File: src/rtl/shift_sched.sv
// shift_sched: two-requester round-robin scheduler around a 32-bit shifter.
// Define SHIFT_BYPASS_EN to send amt==0 requests straight to RESP (latency 1).
module shift_sched #(
    parameter logic RR_INIT = 1'b0
) (
    input  logic        clk,
    input  logic        reset,
    input  logic        req0_valid,
    output logic        req0_ready,
    input  logic [31:0] req0_a,
    input  logic [4:0]  req0_amt,
    input  logic [1:0]  req0_op,
    input  logic        req1_valid,
    output logic        req1_ready,
    input  logic [31:0] req1_a,
    input  logic [4:0]  req1_amt,
    input  logic [1:0]  req1_op,
    output logic        resp_valid,
    output logic        resp_id,
    output logic [31:0] resp_data,
    input  logic        resp_ready,
    output logic        busy
);

    typedef enum logic [1:0] {
        IDLE = 2'd0,
        EXEC = 2'd1,
        RESP = 2'd2
    } state_t;

    state_t      r_state;
    state_t      w_next;
    logic        r_last;
    logic        r_id;
    logic        r_resp_id;
    logic [31:0] r_a;
    logic [4:0]  r_amt;
    logic [1:0]  r_op;
    logic [31:0] r_data;

    logic        w_any;
    logic        w_gid;
    logic        w_take;
    logic [31:0] w_sel_a;
    logic [4:0]  w_sel_amt;
    logic [1:0]  w_sel_op;
    logic [31:0] w_rev_in;
    logic [31:0] w_rev_sh;
    logic [31:0] w_sll;
    logic [31:0] w_srl;
    logic [31:0] w_sra;
    logic [31:0] w_result;

    // On contention the requester not granted last wins.
    assign w_any      = req0_valid | req1_valid;
    assign w_gid      = (req0_valid & req1_valid) ? ~r_last : req1_valid;
    assign w_take     = (r_state == IDLE) & ~reset & w_any;
    assign req0_ready = w_take & ~w_gid;
    assign req1_ready = w_take & w_gid;

    assign w_sel_a    = w_gid ? req1_a   : req0_a;
    assign w_sel_amt  = w_gid ? req1_amt : req0_amt;
    assign w_sel_op   = w_gid ? req1_op  : req0_op;

    assign resp_valid = (r_state == RESP);
    assign resp_id    = r_resp_id;
    assign resp_data  = r_data;
    assign busy       = (r_state != IDLE);

    always_comb begin
        w_rev_in = '0;
        w_sll    = '0;
        for (int i = 0; i < 32; i++) begin
            w_rev_in[i] = r_a[31-i];
        end
        w_rev_sh = w_rev_in >> r_amt;
        for (int i = 0; i < 32; i++) begin
            w_sll[i] = w_rev_sh[31-i];
        end
        w_srl = r_a >> r_amt;
        w_sra = $unsigned($signed(r_a) >>> r_amt);
        case (r_op)
            2'b01:   w_result = w_sll;
            2'b10:   w_result = w_sra;
            default: w_result = w_srl;
        endcase
    end

    always_ff @(posedge clk or posedge reset) begin
        if (reset) begin
            r_state <= IDLE;
        end else begin
            r_state <= w_next;
        end
    end

    always_comb begin
        w_next = r_state;
        unique case (r_state)
            IDLE: begin
                if (w_take) begin
`ifdef SHIFT_BYPASS_EN
                    w_next = (w_sel_amt == 5'd0) ? RESP : EXEC;
`else
                    w_next = EXEC;
`endif
                end
            end
            EXEC:    w_next = RESP;
            RESP:    if (resp_ready) w_next = IDLE;
            default: w_next = IDLE;
        endcase
    end

    always_ff @(posedge clk or posedge reset) begin
        if (reset) begin
            r_last    <= ~RR_INIT;
            r_id      <= 1'b0;
            r_resp_id <= 1'b0;
            r_a       <= '0;
            r_amt     <= '0;
            r_op      <= '0;
            r_data    <= '0;
        end else begin
            if (w_take) begin
                r_last <= w_gid;
                r_id   <= w_gid;
                r_a    <= w_sel_a;
                r_amt  <= w_sel_amt;
                r_op   <= w_sel_op;
`ifdef SHIFT_BYPASS_EN
                if (w_sel_amt == 5'd0) begin
                    r_data    <= w_sel_a;
                    r_resp_id <= w_gid;
                end
`endif
            end
            if (r_state == EXEC) begin
                r_data    <= w_result;
                r_resp_id <= r_id;
            end
        end
    end

endmodule

File: config.mk
export PLATFORM = sky130hd
export DESIGN_NAME = shift_sched
export DESIGN_NICKNAME = d
export VERILOG_FILES = /design/src/rtl/shift_sched.sv
export SDC_FILE = /design/constraint.sdc
export NUM_CORES = 1
export LEC_CHECK = 0
export BUFFER_PORTS_ARGS = -buffer_cell sky130_fd_sc_hd__buf_2
export CAP_MARGIN = 40
export CORE_ASPECT_RATIO = 1.2
export CORE_MARGIN = 1
export CORE_UTILIZATION = 55
export CTS_CLUSTER_DIAMETER = 40
export DETAILED_ROUTE_END_ITERATION = 7
export HOLD_SLACK_MARGIN = 0.15
export PLACE_DENSITY = 0.8
export RECOVER_POWER = 50
export SYNTH_ARGS = -nofsm -noshare
export SYNTH_HDL_FRONTEND = slang
export SYNTH_SLANG_ARGS = --single-unit
File: constraint.sdc
create_clock -name clk -period 3.1 [get_ports clk]
set_clock_uncertainty 0.05 [all_clocks]
set_input_delay 0.31 -clock clk [delete_from_list [all_inputs] [get_ports clk]]
set_output_delay 0.31 -clock clk [all_outputs]
set_load 0.02 [all_outputs]
**Word level (Yosys, flattened, before mapping)**

Index checks and enable logic that the tools add are counted.

- Bits in registers: 76
- Bits of input ports: 83
- Word-level logic and storage cells: 37

- Equal/unequal tests: 6
- Shifts and indexed selects: 3
- Mux-type cells: 8
- Bitwise gates (word level): 9
- Reductions and logical operators: 3

Operators by type and width:

| cell | number |
|---|---|
| $pmux 32 s2 | 1 |
| $shr 32x5->32 | 2 |
| $mux 32 | 1 |
| $sshr 32x5->32 | 1 |
| $mux 2 | 3 |
| $pmux 2 s3 | 1 |
| $and 1x1->1 | 5 |
| $mux 5 | 1 |
| $eq 2x1->1 const B | 2 |
| $eq 2x2->1 const B | 2 |
| $not 1->1 | 3 |
| $logic_not 2->1 | 1 |
| $ne 2x1->1 const B | 1 |
| $ne 2x2->1 const B | 1 |
| $reduce_and 2->1 | 1 |
| $reduce_bool 2->1 | 1 |
| $mux 1 | 1 |
| $or 1x1->1 | 1 |

**Longest topological paths before layout**

- Word-level depth: 5
- Mapped depth: 11
- Gate-level depth less buffers: 8

**Worst setup path before layout**

Ideal clock, no wire load.

- Path kind: reg-to-reg
- Start: register r_amt[1]
- End: register r_data[13] (netlist: resp_data[13])
- Library setup time: 133 ps
- Arrival: 1,921 ps
- Required time: 2,917 ps
- Path slack: 996 ps
- Stages on the path, launching flop included: 8
- Buffers on the path: 2
- Clock period less this slack: 2,104 ps
- Cell sequence: dfrtp_1 -> buf_6 -> buf_6 -> mux2_2 -> mux4_2 -> mux2_4 -> o2111ai_2 -> o211ai_1

- Word-level cells in the longest chain between the ends: 2

Ends and longest elaborated chain:

| item | line | source |
|---|---|---|
| start, declared | 37 | `logic [4:0] r_amt;` |
| start signal, assigned | 129 | `r_amt <= w_sel_amt;` |
| $shr 32x5->32 (tied with other cells) | 80 | `w_srl = r_a >> r_amt;` |
| $pmux 32 s2 * | 82 | `case (r_op)` |
| end signal, assigned | 139 | `r_data <= w_result;` |
| end, declared | 39 | `logic [31:0] r_data;` |

Every way passes the cells marked *; elsewhere a longest branch is shown, timed or not.
A chain may end at the register's enable or synchronous reset.

**Worst setup path after layout**

- Start: register r_amt[1]
- End: register r_data[30] (netlist: resp_data[30])

Same word-level chain as after synthesis.

==> results.yml <==
flow_run:
  max_cap_violations: 1
clock_network:
  number_of_clock_sinks_seen_by_cts: 76
  number_of_cts_inserted_buffers: 9
  clk_root_buffer_cell: "clkbuf_16"
  cts_tree: "done"
  clockBufferDepth: 2
  ctsResizeCount: 0
  clk-insertion-delay-late_ns: 0.36
  clkSlewWorstSetupHoldPaths_ns: 0.07
  cts.htree.levels: 3
  post_cts_buffers: 0
yosys:
  syn_area_per_cell_um2: 8.55
  synth-seq-cells: 76
  synth-edff-count: 0
  synth.lib_cells_used.distinct: 77
  yosys_most_used_dff: "dfrtp_1"
  yosysWarningCount: 0
  synth_top_cells_by_area: "dfrtp_1 (22%), mux2i_1 (14%), mux4_2 (12%)"
  post_synth_instance_area_um2: 8640
  syn-instance-count: 1010
  leading_area_contributor_after_synthesis: "dfrtp_1"
  syn_nets: 1095
  seq_area_frac_synth_pct: 22.0
  asyncSetResetFlopFracSynth_pct: 100
  synth_largest_type_area_fraction_pct: 21.7
cells_and_area:
  final_common_cell: "nand2_1"
  diodes: 0
  final_area_um2: 9840
  drive_above_1_share_pct: 28.5
  flow.area_growth_from_synthesis_pct: 14.0
  most-common-layout-cells: "nand2_1 (137), mux2i_1 (121), buf_2 (103)"
  nNetsFinal: 1183
grt:
  grt_first_pass_wirelength_mm: 52.9
  grt_pass1_vias: 8678
  grt_start_max_net_pins: 43
  groute.usage.overall_pct: 44.5
  grt_overflow: 0
  grt_antenna_before_repair: 0
power:
  clock_power_share_pct: 8.2
  sw_frac_of_total_pct: 55.2
  worst_ir_drop_vdd_uv: 856
  internal_power_mw: 5.87
  power.static_leakage_nw: 4.24
  seq_power_share_pct: 19.1
  switching_component_of_the_power_mw: 7.23
  power.density_cell_area_nw_per_um2: 1330
  pwr-share-comb_pct: 72.7
sta:
  finalCritPeriodShare_pct: 95.6
  setup_repair_after_global_routing_missed_its_margin: "false"
  finalHoldViolations: 0
  report.final.slew_viol_count: 35
  timing.slew.headroom_pct: -41.4
  transition_time_of_the_tightest_slew_check_pin_ns: 2.12
  fin_tns_setup_ns: 0
  fmax_ghz: 0.337
  timing.hold.ws_ns: 0.183
  min_tclk_post_route_ns: 2.96
  setup_viol: 0
drt:
  avgRoutedWirePerCell_um: 26.6
  route.vias.total: 9131
  drc: 0
  drt_initial_violations: 1489
  number_of_iterations_in_the_first_detailed_routing_pass: 6
  drtAntennaViolNets: 0
  viasPerCell: 6.99
  final_routed_wirelength_mm: 34.8
outcome:
  violations_in_the_final_reports: "max-capacitance violations, max-slew violations"
  run_status: "complete, but fails checks"
die:
  io_pins: 120
  floorplan.die_area_um2: 16200
  fp.dieH_um: 139
  coreArea_um2: 15100
  std_cell_rows: 49
  initial_utilization_pct: 57.0
  floorplan.die.width_um: 116
worst_setup_path:
  critical_path_fanouts_max: 36
  cp-end-kind: "register"
  worst_r2r_endpoint: "resp_data[30]$_DFFE_PP0N_"
  timing.critical_path.slowest_stage_cell: "dfrtp_4"
  r2r_cells: 7
  cell_breakdown_of_the_critical_path: "buf_4, buf_4, mux4_2, mux2i_1, nor3_1, a41oi_1, a41oi_1"
  regToRegSetupSlack_ns: 0.14
  worst_path_largest_cell_delay_ns: 0.78
  crit_arrival_ns: 3.14
  timing.setup.critical_path_class: "register to register"
  worstReg2RegStart: "r_amt[1]$_DFFE_PP0P_"
  critPathLaunchType: "register"
  worst-endpoint-required_ns: 3.28
placed_design:
  rd_place_congestion: 1.08
  io_buffers: 119
  post-dp-hpwl_mm: 25.8
  placed_area_um2: 9570
hold_path:
  hp-class: "input port to register"
  timing.hold.worst_endpoint: "r_op[0]$_DFFE_PP0P_"
  min-delay-start: "req0_op[0]"
  min_delay_path_depth: 3
[cells by family after synthesis]
group | after synthesis | share of synthesized area, %
simple gates | 296 | 14.8
compound gates | 277 | 21.0
mux | 220 | 33.8
buf+inv | 139 | 8.08
flops | 76 | 22.0
fa+ha+maj | 2 | 0.290
[power groups by stage]
stage | registers (mW) | logic [mW] | clock network, mW
3_5_place_dp | 2.45 | 9.08 | 0
6_report | 2.50 | 9.53 | 1.08
3_3_place_gp | 2.43 | 9.08 | 0
5_1_grt | 2.56 | 9.92 | 1.13
4_1_cts | 2.43 | 9.15 | 1.07
2_1_floorplan | 1.88 | 6.42 | 0
[cells in the mapped netlist (4+ instances only)]
| master | instances |
|---|---|
| inv_1 | 13 |
| o21ai_0 | 83 |
| nor2b_1 | 14 |
| o221ai_1 | 10 |
| o31ai_1 | 6 |
| buf_1 | 6 |
| a31oi_1 | 26 |
| nand2_1 | 137 |
| a221oi_1 | 5 |
| or2_2 | 4 |
| a311oi_1 | 4 |
| buf_2 | 31 |
| mux4_2 | 45 |
| nor3_1 | 14 |
| nand3_1 | 15 |
| mux2_2 | 46 |
| a22oi_1 | 8 |
| o31a_1 | 4 |
| a21oi_1 | 42 |
| nor2_1 | 83 |
| mux2i_1 | 121 |
| buf_4 | 7 |
| o211ai_1 | 11 |
| nand2b_1 | 15 |
| o21a_1 | 4 |
| clkbuf_1 | 68 |
| mux4_1 | 5 |
| o22ai_1 | 17 |
| dfrtp_1 | 75 |
| a211oi_1 | 9 |
| a211o_1 | 4 |
| buf_6 | 10 |
[state kept, by name, indices dropped and copies added (netlist names)]
register   flops
r_op           2
resp_data     32
r_id           1
r_a           32
resp_id        1
r_last         1
r_state        2
r_amt          5
[area by class of cell]
type	count	area, µm²
fill	1332	5300
multi-input combinational	795	6060
timing repair buffer	202	1270
clock buffer	9	225
inverter	14	55.1
sequential	76	1910
clock inverter	7	66.3
tap	204	255
[per-layer routing]
| metal | GRT usage, % | vias to the layer above | part of all wire, % | routed length [µm] |
|---|---|---|---|---|
| met2 | 65.9 | 756 | 44 | 15400 |
| met3 | 11.3 | 178 | 12 | 4320 |
| met4 | 30.0 | 0 | 7.6 | 2650 |
| li1 | - | 3938 | - | - |
| met5 | 0 | - | 0 | 0 |
| met1 | 56.7 | 4259 | 36 | 12400 |
[stage by stage]
| step | util [%] | total power [mW] | instances | worst slack [ns] |
|---|---|---|---|---|
| after floorplan | - | 8.30 | 1010 | 0.803 |
| after global placement | 63.1 | 11.5 | 1287 | 0.399 |
| after detailed placement | 63.2 | 11.5 | 1288 | 0.362 |
| after CTS | 65.2 | 12.7 | 1306 | 0.337 |
| after global routing | 65.0 | 13.6 | 1307 | 0.0850 |
| final | 65.0 | 13.1 | 1307 | 0.136 |
[worst max-delay path by stage]
stage	startpoint	to	slack, ns
3_3_place_gp	r_amt[1]$_DFFE_PP0P_	resp_data[11]$_DFFE_PP0N_	0.40
2_1_floorplan	reset	r_a[0]$_DFFE_PP0P_	0.80
3_5_place_dp	r_amt[1]$_DFFE_PP0P_	resp_data[11]$_DFFE_PP0N_	0.36
6_report	r_amt[1]$_DFFE_PP0P_	resp_data[30]$_DFFE_PP0N_	0.14
4_1_cts	r_amt[1]$_DFFE_PP0P_	resp_data[11]$_DFFE_PP0N_	0.34
5_1_grt	reset	resp_data[7]$_DFFE_PP0N_	0.08
[worst max-delay path: cells and delay by family, from the launching register on]
family	cells	cell delay [ns]
AOI/OAI and AO/OA	2	0.36
muxes	2	1.07
buffers and inverters	2	0.44
DFF	1	0.78
and+or+nand+nor	1	0.11
[timing repair]
| item | in CTS | in global routing |
|---|---|---|
| endpoints found under the hold margin | 76 | 0 |
| endpoints found under the setup margin | 0 | 0 |
| hold buffers | 2 | 0 |
Note: power is estimated with default switching activity, not from simulation.
